[src/rtl/fu_pkg.sv]
// Shared definitions for the pipelined functional unit: opcode encodings
// and the operand-routing table used by the decode stage.
package fu_pkg;

  localparam logic [2:0] OP_ADD    = 3'd0;
  localparam logic [2:0] OP_ADDN   = 3'd1;
  localparam logic [2:0] OP_AND    = 3'd2;
  localparam logic [2:0] OP_OR     = 3'd3;
  localparam logic [2:0] OP_MAX    = 3'd4;
  localparam logic [2:0] OP_MIN    = 3'd5;
  localparam logic [2:0] OP_SHRADD = 3'd6;
  localparam logic [2:0] OP_SHLADD = 3'd7;

  typedef enum logic [1:0] {
    SRC_A = 2'd0,
    SRC_B = 2'd1,
    SRC_C = 2'd2
  } src_e;

  typedef struct packed {
    src_e x_src;
    src_e y_src;
  } operand_sel_t;

  // Routing is width-independent, so the table returns source selectors
  // and the datapath does the actual muxing.
  function automatic operand_sel_t operand_select(input logic [2:0] op);
    operand_sel_t sel;
    case (op)
      OP_SHLADD: sel = '{x_src: SRC_C, y_src: SRC_A};
      OP_SHRADD: sel = '{x_src: SRC_A, y_src: SRC_B};
      OP_MIN:    sel = '{x_src: SRC_A, y_src: SRC_C};
      OP_MAX:    sel = '{x_src: SRC_C, y_src: SRC_A};
      OP_OR:     sel = '{x_src: SRC_B, y_src: SRC_C};
      default:   sel = '{x_src: SRC_C, y_src: SRC_A};
    endcase
    return sel;
  endfunction

endpackage

[src/rtl/fu_priority_encoder.sv]
// Combinational priority encoder: reports the index of the highest set
// request bit, plus a flag when no bit is set.
module fu_priority_encoder #(
  parameter int OPC_W = 3
) (
  input  logic [2**OPC_W-1:0] req,
  output logic [OPC_W-1:0]    code,
  output logic                none
);

  // Ascending scan so later (higher) bits overwrite lower ones.
  always_comb begin
    code = '0;
    for (int i = 0; i < 2**OPC_W; i++) begin
      if (req[i]) code = OPC_W'(i);
    end
    none = (req == '0);
  end

endmodule

[src/rtl/pipelined_functional_unit.sv]
// Two-stage functional unit: decode (priority encode + operand select)
// then execute, with valid/ready handshakes on both sides.
module pipelined_functional_unit
  import fu_pkg::*;
#(
  parameter int WIDTH = 8,
  parameter int OPC_W = 3
) (
  input  logic                clk,
  input  logic                rst,
  input  logic                in_valid,
  output logic                in_ready,
  input  logic [2**OPC_W-1:0] instruction,
  input  logic [WIDTH-1:0]    A,
  input  logic [WIDTH-1:0]    B,
  input  logic [WIDTH-1:0]    C,
  output logic                out_valid,
  input  logic                out_ready,
  output logic [WIDTH-1:0]    F,
  output logic [OPC_W-1:0]    op_out,
  output logic                zero,
  output logic                carry,
  output logic                illegal
);

  logic [OPC_W-1:0] dec_code;
  logic             dec_none;
  operand_sel_t     dec_sel;

  logic             s1_valid;
  logic [OPC_W-1:0] s1_op;
  logic [WIDTH-1:0] s1_x;
  logic [WIDTH-1:0] s1_y;
  logic             s1_illegal;

  logic             s2_advance;
  logic             in_fire;

  logic [WIDTH:0]   ex_sum;
  logic [WIDTH-1:0] ex_res;
  logic             ex_carry;

  fu_priority_encoder #(.OPC_W(OPC_W)) u_prio (
    .req  (instruction),
    .code (dec_code),
    .none (dec_none)
  );

  assign dec_sel    = operand_select(3'(dec_code));
  assign s2_advance = !out_valid || out_ready;
  assign in_ready   = !s1_valid || s2_advance;
  assign in_fire    = in_valid && in_ready;

  function automatic logic [WIDTH-1:0] pick(input src_e src,
                                            input logic [WIDTH-1:0] a,
                                            input logic [WIDTH-1:0] b,
                                            input logic [WIDTH-1:0] c);
    case (src)
      SRC_A:   return a;
      SRC_B:   return b;
      default: return c;
    endcase
  endfunction

  // Decode stage; an all-zero instruction runs as op 0 flagged illegal.
  always_ff @(posedge clk) begin
    if (rst) begin
      s1_valid   <= 1'b0;
      s1_op      <= '0;
      s1_x       <= '0;
      s1_y       <= '0;
      s1_illegal <= 1'b0;
    end else if (in_fire) begin
      s1_valid   <= 1'b1;
      s1_op      <= dec_none ? '0 : dec_code;
      s1_x       <= pick(dec_sel.x_src, A, B, C);
      s1_y       <= pick(dec_sel.y_src, A, B, C);
      s1_illegal <= dec_none;
    end else if (s2_advance) begin
      s1_valid <= 1'b0;
    end
  end

  // Shifted operands are truncated to WIDTH bits inside the concatenation
  // before the add, so only the sum itself can produce a carry.
  always_comb begin
    ex_sum   = '0;
    ex_res   = '0;
    ex_carry = 1'b0;
    case (3'(s1_op))
      OP_SHLADD: ex_sum = {1'b0, s1_x << 1} + {1'b0, s1_y};
      OP_SHRADD: ex_sum = {1'b0, s1_x >> 1} + {1'b0, s1_y};
      OP_ADDN:   ex_sum = {1'b0, s1_x} + {1'b0, ~s1_y};
      OP_ADD:    ex_sum = {1'b0, s1_x} + {1'b0, s1_y};
      default:   ex_sum = '0;
    endcase
    case (3'(s1_op))
      OP_MIN:  ex_res = (s1_x < s1_y) ? s1_x : s1_y;
      OP_MAX:  ex_res = (s1_x > s1_y) ? s1_x : s1_y;
      OP_OR:   ex_res = s1_x | s1_y;
      OP_AND:  ex_res = s1_x & s1_y;
      default: begin
        ex_res   = ex_sum[WIDTH-1:0];
        ex_carry = ex_sum[WIDTH];
      end
    endcase
  end

  // Result registers only load when stage 1 hands over, so a stalled
  // output holds F and the flags steady.
  always_ff @(posedge clk) begin
    if (rst) begin
      out_valid <= 1'b0;
      F         <= '0;
      op_out    <= '0;
      zero      <= 1'b0;
      carry     <= 1'b0;
      illegal   <= 1'b0;
    end else if (s2_advance) begin
      out_valid <= s1_valid;
      if (s1_valid) begin
        F       <= ex_res;
        op_out  <= s1_op;
        zero    <= (ex_res == '0);
        carry   <= ex_carry;
        illegal <= s1_illegal;
      end
    end
  end

endmodule

[config.mk]
export PLATFORM = sky130hd
export DESIGN_NAME = pipelined_functional_unit
export DESIGN_NICKNAME = d
export VERILOG_FILES = /design/src/rtl/fu_pkg.sv /design/src/rtl/fu_priority_encoder.sv /design/src/rtl/pipelined_functional_unit.sv
export SDC_FILE = /design/constraint.sdc
export NUM_CORES = 1
export LEC_CHECK = 0
export ABC_CLOCK_PERIOD_IN_PS = 4600
export BUFFER_PORTS_ARGS = -buffer_cell sky130_fd_sc_hd__buf_4
export CAP_MARGIN = 30
export CORE_UTILIZATION = 50
export CTS_CLUSTER_SIZE = 14
export DETAILED_ROUTE_END_ITERATION = 7
export PLACE_DENSITY = 0.68
export SYNTH_ARGS = -nofsm -noshare
export SYNTH_HDL_FRONTEND = slang
export SYNTH_SLANG_ARGS = --single-unit
[constraint.sdc]
create_clock -name clk -period 4.6 [get_ports clk]
set_input_delay 0.23 -clock clk [delete_from_list [all_inputs] [get_ports clk]]
set_output_delay 0.23 -clock clk [all_outputs]
set_load 0.01 [all_outputs]
Word level (Yosys, flattened, before mapping)
Index checks and enable logic that the tools add are counted.
{ "word_totals": {"ff_bits": 36, "latch_bits": 0, "mem_bits_rw": 0, "rom_bits": 0, "inputBits": 36, "output_inout_bits": 16, "elab_cells": 63, "mem_count": 0} }
{ "op_classes": {"n_addsub": 4, "multipliers": 0, "n_div": 0, "magnitude_cmp": 2, "n_eq_ne": 12, "shift": 0, "n_mux": 18, "bitwise_logic": 3, "reduce_logical": 13} }
{ "op_table": {"columns": ["cell", "n"], "rows": [
  ["$pmux 9 s4", 1],
  ["$pmux 8 s2", 2],
  ["$pmux 8 s4", 1],
  ["$add 8x8->9", 3],
  ["$eq 3x3->1 const B", 6],
  ["$logic_not 8->1", 2],
  ["$mux 8", 2],
  ["$mux 3", 5],
  ["$pmux 4 s3", 1],
  ["$add 7x8->9", 1],
  ["$eq 3x2->1 const B", 3],
  ["$and 8x8->8", 1],
  ["$gt 8x8->1", 1],
  ["$lt 8x8->1", 1],
  ["$not 8->8", 1],
  ["$or 8x8->8", 1],
  ["$eq 2x1->1 const B", 2],
  ["$logic_not 2->1", 2],
  ["$mux 1", 4],
  ["$mux 2", 2],
  ["$reduce_or 4->1", 1],
  ["$eq 3x1->1 const B", 1],
  ["$logic_not 3->1", 1],
  ["$logic_not 1->1", 2],
  ["other kinds (4)", 5]
]} }

Longest topological paths before layout
{ "logic_depth": {"depth_word": 11, "ltp_mapped": 16, "depth_no_buf": 14} }

By module
From an unflattened synthesis, not the netlist that was laid out.
{ "hier_totals": {"cells_unflattened": 490, "area_unflattened_um2": 3937.5} }
{ "by_module_without_submodules": {"columns": ["module", "n_inst", "cells_per_inst", "area_each_um2", "seq_area_each_um2"], "rows": [
  ["pipelined_functional_unit", 1, 479, 3870.0, 720.7],
  ["fu_priority_encoder", 1, 11, 67.6, 0.0]
]} }

Worst setup path after synthesis
No wires, ideal clock.
{ "synth_path": {"kind": "register to register", "start": "reg s1_op[0]", "end": "reg zero", "setup_ns": 0.084, "arrival_time_ns": 3.321, "t_required_ns": 4.516, "setup_slack_ns": 1.195, "path_stages_with_launch": 15, "path_buffers": 3, "synth_period_minus_slack_ns": 3.405, "cell_sequence": "dfxtp_1 -> clkbuf_1 -> clkbuf_1 -> buf_1 -> nor2_1 -> xnor2_1 -> ha_1 -> a21oi_1 -> o21ai_0 -> mux2_2 -> a211o_1 -> a21oi_1 -> o211ai_1 -> a21o_1 -> o31ai_2"} }
{ "synth_between": {"elab_chain_cells": 4, "elab_cells_between_ends": 11, "cone_classes": "eq/ne: 7; mux: 2; reduce/logical: 2"} }
{ "synth_rtl": {"columns": ["element", "line_no", "source"], "rows": [
  ["start, declared", "pipelined_functional_unit.sv:31", "logic [OPC_W-1:0] s1_op;"],
  ["start signal, assigned", "pipelined_functional_unit.sv:75", "s1_op <= dec_none ? '0 : dec_code;"],
  ["$eq 3x1->1 (tied with other cells)", "pipelined_functional_unit.sv:90", "case (3'(s1_op))"],
  ["$pmux 9 s4", "pipelined_functional_unit.sv:90", null],
  ["$pmux 8 s4 (*)", "pipelined_functional_unit.sv:97", "case (3'(s1_op))"],
  ["$logic_not 8->1 (*)", "pipelined_functional_unit.sv:124", "zero <= (ex_res == '0);"],
  ["end signal, assigned", "pipelined_functional_unit.sv:124", null],
  ["end, declared", "pipelined_functional_unit.sv:21", "output logic zero,"]
]} }
Every way passes the cells marked *; elsewhere a longest branch is shown, timed or not.
A chain may end at the register's enable or synchronous reset.

Final worst setup path
{ "layout_path": {"start": "reg s1_op[1]", "end": "reg zero"} }
The elaborated chain is that of the path after synthesis.

==> out/qor_table.md <==
| Quantity | This run | Unit |
|---|---|---|
| Critical-path maximum fanout | 17 | - |
| Vias in the first global route | 3373 | - |
| Share of the cycle needed by the critical path after routing | 0.836 | - |
| Width of the die | 87.5 | um |
| Number of clock sinks | 36 | - |
| Synthesis warning total | 0 | - |
| Vias per Instance | 5.94 | - |
| Biggest area consumer among synthesized cells | sky130_fd_sc_hd__dfxtp_1 | - |
| Top-level I/O count | 52 | - |
| Number of design-rule violations left by the first detailed-router iteration | 280 | - |
| Clock latency reported for the late side of the worst-skew pair | 300 | ps |
| Critical-path cell list | or2_2 -> nor2_1 -> xnor2_1 -> ha_1 -> inv_1 -> fa_1 -> nor2_1 -> a21oi_1 -> o22a_1 -> o311ai_0 -> and4bb_1 -> nand4b_1 -> o31ai_2 | - |
| Max-Slew Margin vs Limit | 0.420 | - |
| Number of max-slew violations in the final report | 0 | - |
| Kind of start point of the critical path | register | - |
| Reg area | 721 | um^2 |
| HP Start | in_valid | - |
| Arrival time at the worst endpoint | 4070 | ps |
| Actual transition at the worst max-transition pin | 868 | ps |
| Sum of net half-perimeters after detailed placement | 8110 | um |
| Leading register cell type out of synthesis | sky130_fd_sc_hd__dfxtp_1 | - |
| Number of enable flip-flop cells after synthesis | 0 | - |
| Maximum operating frequency | 260 | MHz |
| Buffers and inverters on the worst path | 1 | - |
| Number of distinct standard cells referenced by the synthesized netlist | 55 | - |
| # diodes | 0 | - |
| Worst reg2reg path startpoint | s1_op[1]$_SDFFE_PP0P_ | - |
| Remaining global-route overflow | 0 | - |
| Initial Utilization | 0.526 | - |
| Final Total Pwr | 0.00114 | W |
| Time the worst path needs with I/O delays and setup | 3840 | ps |
| Origin of the worst setup path | s1_op[1]$_SDFFE_PP0P_ | - |
| Fraction of layout instances using a drive strength above 1 | 0.142 | - |
| Average wire per standard cell | 16.9 | um |
| Kind of cell with the highest combined delay on the critical path | simple AND/OR/NAND/NOR gates | - |
| Slowest CP cell | sky130_fd_sc_hd__nor2_1 | - |
| Largest net degree at the start of global routing | 39 | - |
| Clock input transition at the sequential cells of the worst setup and hold paths | 80 | ps |
| Core region area | 6940 | um^2 |
| Synth async-reset ratio | 0 | - |
| Final nets | 606 | - |
| CP peak stage delay | 640 | ps |
| Root cell of the clock tree | sky130_fd_sc_hd__clkbuf_8 | - |
| Unrepaired setup endpoints after global routing | false | - |
| Final setup skew | 10.0 | ps |
| Number of fill cells in the layout | 665 | - |
| Gate count of the mapped netlist | 485 | - |
| Initial antenna violation count | 0 | - |
| Pwr dens | 272 | nW/um^2 |
| Number of placement rows | 30 | - |
| Total area of multi-input combinational cells | 2710 | um^2 |
| Sort of element at the end of the critical path | register | - |
| Height of the die | 87.5 | um |
| Antenna-violating nets left | 0 | - |
| CTS Buf Count | 5 | - |
| Final number of setup-violating endpoints | 0 | - |
| Most frequent cell on the critical path | sky130_fd_sc_hd__nor2_1 | - |
| Final hold violation count | 0 | - |
| Drt drc | 0 | - |
| CTS-repair resized insts | 0 | - |
| CTS Buffer Depth | 2 | - |
| Detailed-route via count | 3670 | - |
| Mean post-synth cell area | 7.54 | um^2 |
| Sum of negative setup slack | 0 | ps |
| Total Wirelength | 10400 | um |
| Post-synthesis net count | 570 | - |
| Final weighted congestion in routability-driven placement | 0.933 | - |
| P&R area growth vs syn | 14.8 | % |
| Area enclosed by the die boundary | 7660 | um^2 |
| First-pass iteration count of the detailed router | 5 | - |
| Max VDD drop | 0.127 | mV |
| Outcome | finished clean | - |
| CTS H-tree lvls | 2 | - |
| Leakage power total | 1.81 | nW |
| Area share of the largest cell type after synthesis | 0.197 | - |
| Global-route wire length before repair | 17000 | um |
| Sequential area share after synthesis | 0.197 | - |
| Clock tree from TritonCTS | yes | - |
| Synth Cell Area | 3660 | um^2 |
| Post-CTS Repair Setup Buffers | 0 | - |
| FF+latch count, synth | 36 | - |
| Class of the most critical hold timing path | in2reg | - |
| Top area cells in the synthesized netlist | sky130_fd_sc_hd__dfxtp_1 (20%), sky130_fd_sc_hd__ha_1 (16%), sky130_fd_sc_hd__a21oi_1 (7.0%) | - |
| Number of port buffers | 51 | - |
| Start-to-end type of the worst setup path | reg2reg | - |
| Data required time at the worst endpoint | 4820 | ps |
| Number of violations of the max-capacitance limit | 0 | - |
| Global-route usage over all layers | 0.285 | - |
| Cts hold-fix bufs | 0 | - |
-- logic make-up after synthesis --
family                     after synthesis  synth area share
AOI/OAI and AO/OA                      154             0.274
xor gates and xnor gates                13            0.0311
adders and majority gates               49             0.174
buffers and inverters                   54            0.0606
DFF                                     36             0.197
muxes                                   19            0.0527
and+or+nand+nor                        160             0.210
-- cell usage in the layout (no fill, tap or decap), types with 4 or more instances in the layout --
cell	instances
sky130_fd_sc_hd__and2_1	4
sky130_fd_sc_hd__nand2b_1	8
sky130_fd_sc_hd__a21o_1	6
sky130_fd_sc_hd__o211ai_1	13
sky130_fd_sc_hd__xnor2_1	11
sky130_fd_sc_hd__clkbuf_8	5
sky130_fd_sc_hd__nand2_1	54
sky130_fd_sc_hd__o22ai_1	5
sky130_fd_sc_hd__buf_4	57
sky130_fd_sc_hd__dfxtp_1	36
sky130_fd_sc_hd__nor3_1	9
sky130_fd_sc_hd__nor2b_1	6
sky130_fd_sc_hd__inv_1	26
sky130_fd_sc_hd__nor2_1	48
sky130_fd_sc_hd__nand3_1	7
sky130_fd_sc_hd__mux2i_1	17
sky130_fd_sc_hd__o21bai_1	5
sky130_fd_sc_hd__a211oi_1	12
sky130_fd_sc_hd__a21oi_1	51
sky130_fd_sc_hd__ha_1	46
sky130_fd_sc_hd__o21ai_0	25
sky130_fd_sc_hd__a221oi_1	18
-- power breakdown --
part,switching (W),internal (W)
clock,0.000129,0.000163
sequential,0.0000371,0.000333
combinational,0.000268,0.000211
total,0.000434,0.000708
-- worst register-to-register path, stage by stage, from the launching register on --
cell	delay, ps
sky130_fd_sc_hd__dfxtp_1	510
sky130_fd_sc_hd__or2_2	450
sky130_fd_sc_hd__nor2_1	650
sky130_fd_sc_hd__xnor2_1	200
sky130_fd_sc_hd__ha_1	180
sky130_fd_sc_hd__inv_1	50
sky130_fd_sc_hd__fa_1	490
sky130_fd_sc_hd__nor2_1	40
sky130_fd_sc_hd__a21oi_1	150
sky130_fd_sc_hd__o22a_1	150
sky130_fd_sc_hd__o311ai_0	250
sky130_fd_sc_hd__and4bb_1	350
sky130_fd_sc_hd__nand4b_1	110
sky130_fd_sc_hd__o31ai_2	190
-- through the flow --
| stage | setup slack, ps | util | std cells | hold slack, ps | instance area, um^2 |
|---|---|---|---|---|---|
| CTS | 761 | 0.604 | 618 | 165 | 4200 |
| detailed placement | 782 | 0.588 | 610 | 449 | 4080 |
| finish | 756 | 0.604 | 618 | 163 | 4200 |
| floorplan | 1190 | - | 485 | 347 | 3660 |
| global route | 486 | 0.604 | 618 | 197 | 4200 |
| global placement | 896 | 0.588 | 610 | 446 | 4080 |
-- cell usage after synthesis (3+ instances only) --
master,instances
sky130_fd_sc_hd__xnor2_1,11
sky130_fd_sc_hd__buf_1,3
sky130_fd_sc_hd__o21a_1,3
sky130_fd_sc_hd__mux2i_1,17
sky130_fd_sc_hd__buf_2,3
sky130_fd_sc_hd__o21bai_1,5
sky130_fd_sc_hd__o22ai_1,5
sky130_fd_sc_hd__ha_1,46
sky130_fd_sc_hd__nor3b_1,3
sky130_fd_sc_hd__fa_1,3
sky130_fd_sc_hd__nand2b_1,8
sky130_fd_sc_hd__nor2_1,48
sky130_fd_sc_hd__o21ai_0,25
sky130_fd_sc_hd__a211oi_1,12
sky130_fd_sc_hd__nand2_1,54
sky130_fd_sc_hd__o211ai_1,13
sky130_fd_sc_hd__a31oi_1,3
sky130_fd_sc_hd__a21o_1,6
sky130_fd_sc_hd__dfxtp_1,36
sky130_fd_sc_hd__or3_1,3
sky130_fd_sc_hd__clkbuf_1,20
sky130_fd_sc_hd__nand3_1,7
sky130_fd_sc_hd__a21oi_1,51
sky130_fd_sc_hd__nor2b_1,6
sky130_fd_sc_hd__and2_1,4
sky130_fd_sc_hd__inv_1,26
sky130_fd_sc_hd__a221oi_1,18
sky130_fd_sc_hd__nor3_1,9
-- area by class of cell --
type | count | share of cell area
multi-input cells | 395 | 0.647
well taps | 96 | 0.0286
clock inverters | 3 | 0.0110
repair buffers | 57 | 0.102
flip-flops and latches | 36 | 0.172
inverters | 26 | 0.0233
clock buffers | 5 | 0.0164
-- flip-flops by register name, summed over array words and instances (netlist names) --
name        count
F               8
s1_x            8
s1_y            8
op_out          3
s1_op           3
carry           1
illegal         1
out_valid       1
s1_illegal      1
s1_valid        1
zero            1
-- routing by layer --
layer	GRT usage	wire length (um)	part of all wire	vias to the layer above
met1	0.382	4850	0.46	1717
met4	0.0656	129	0.012	0
met3	0.0313	467	0.045	12
li1	-	-	-	1827
met2	0.489	4990	0.48	114
met5	0	0	0	-
-- worst paths after layout --
kind | to | slack, ps | cells past startpoint
setup / recovery | zero$_SDFFE_PP0P_ | 760 | 13
setup reg to reg | zero$_SDFFE_PP0P_ | 760 | 13
hold / removal | s1_valid$_SDFFE_PP0P_ | 160 | 3
hold reg to reg | illegal$_SDFFE_PP0P_ | 460 | 2
(Power assumes the default switching activity.)
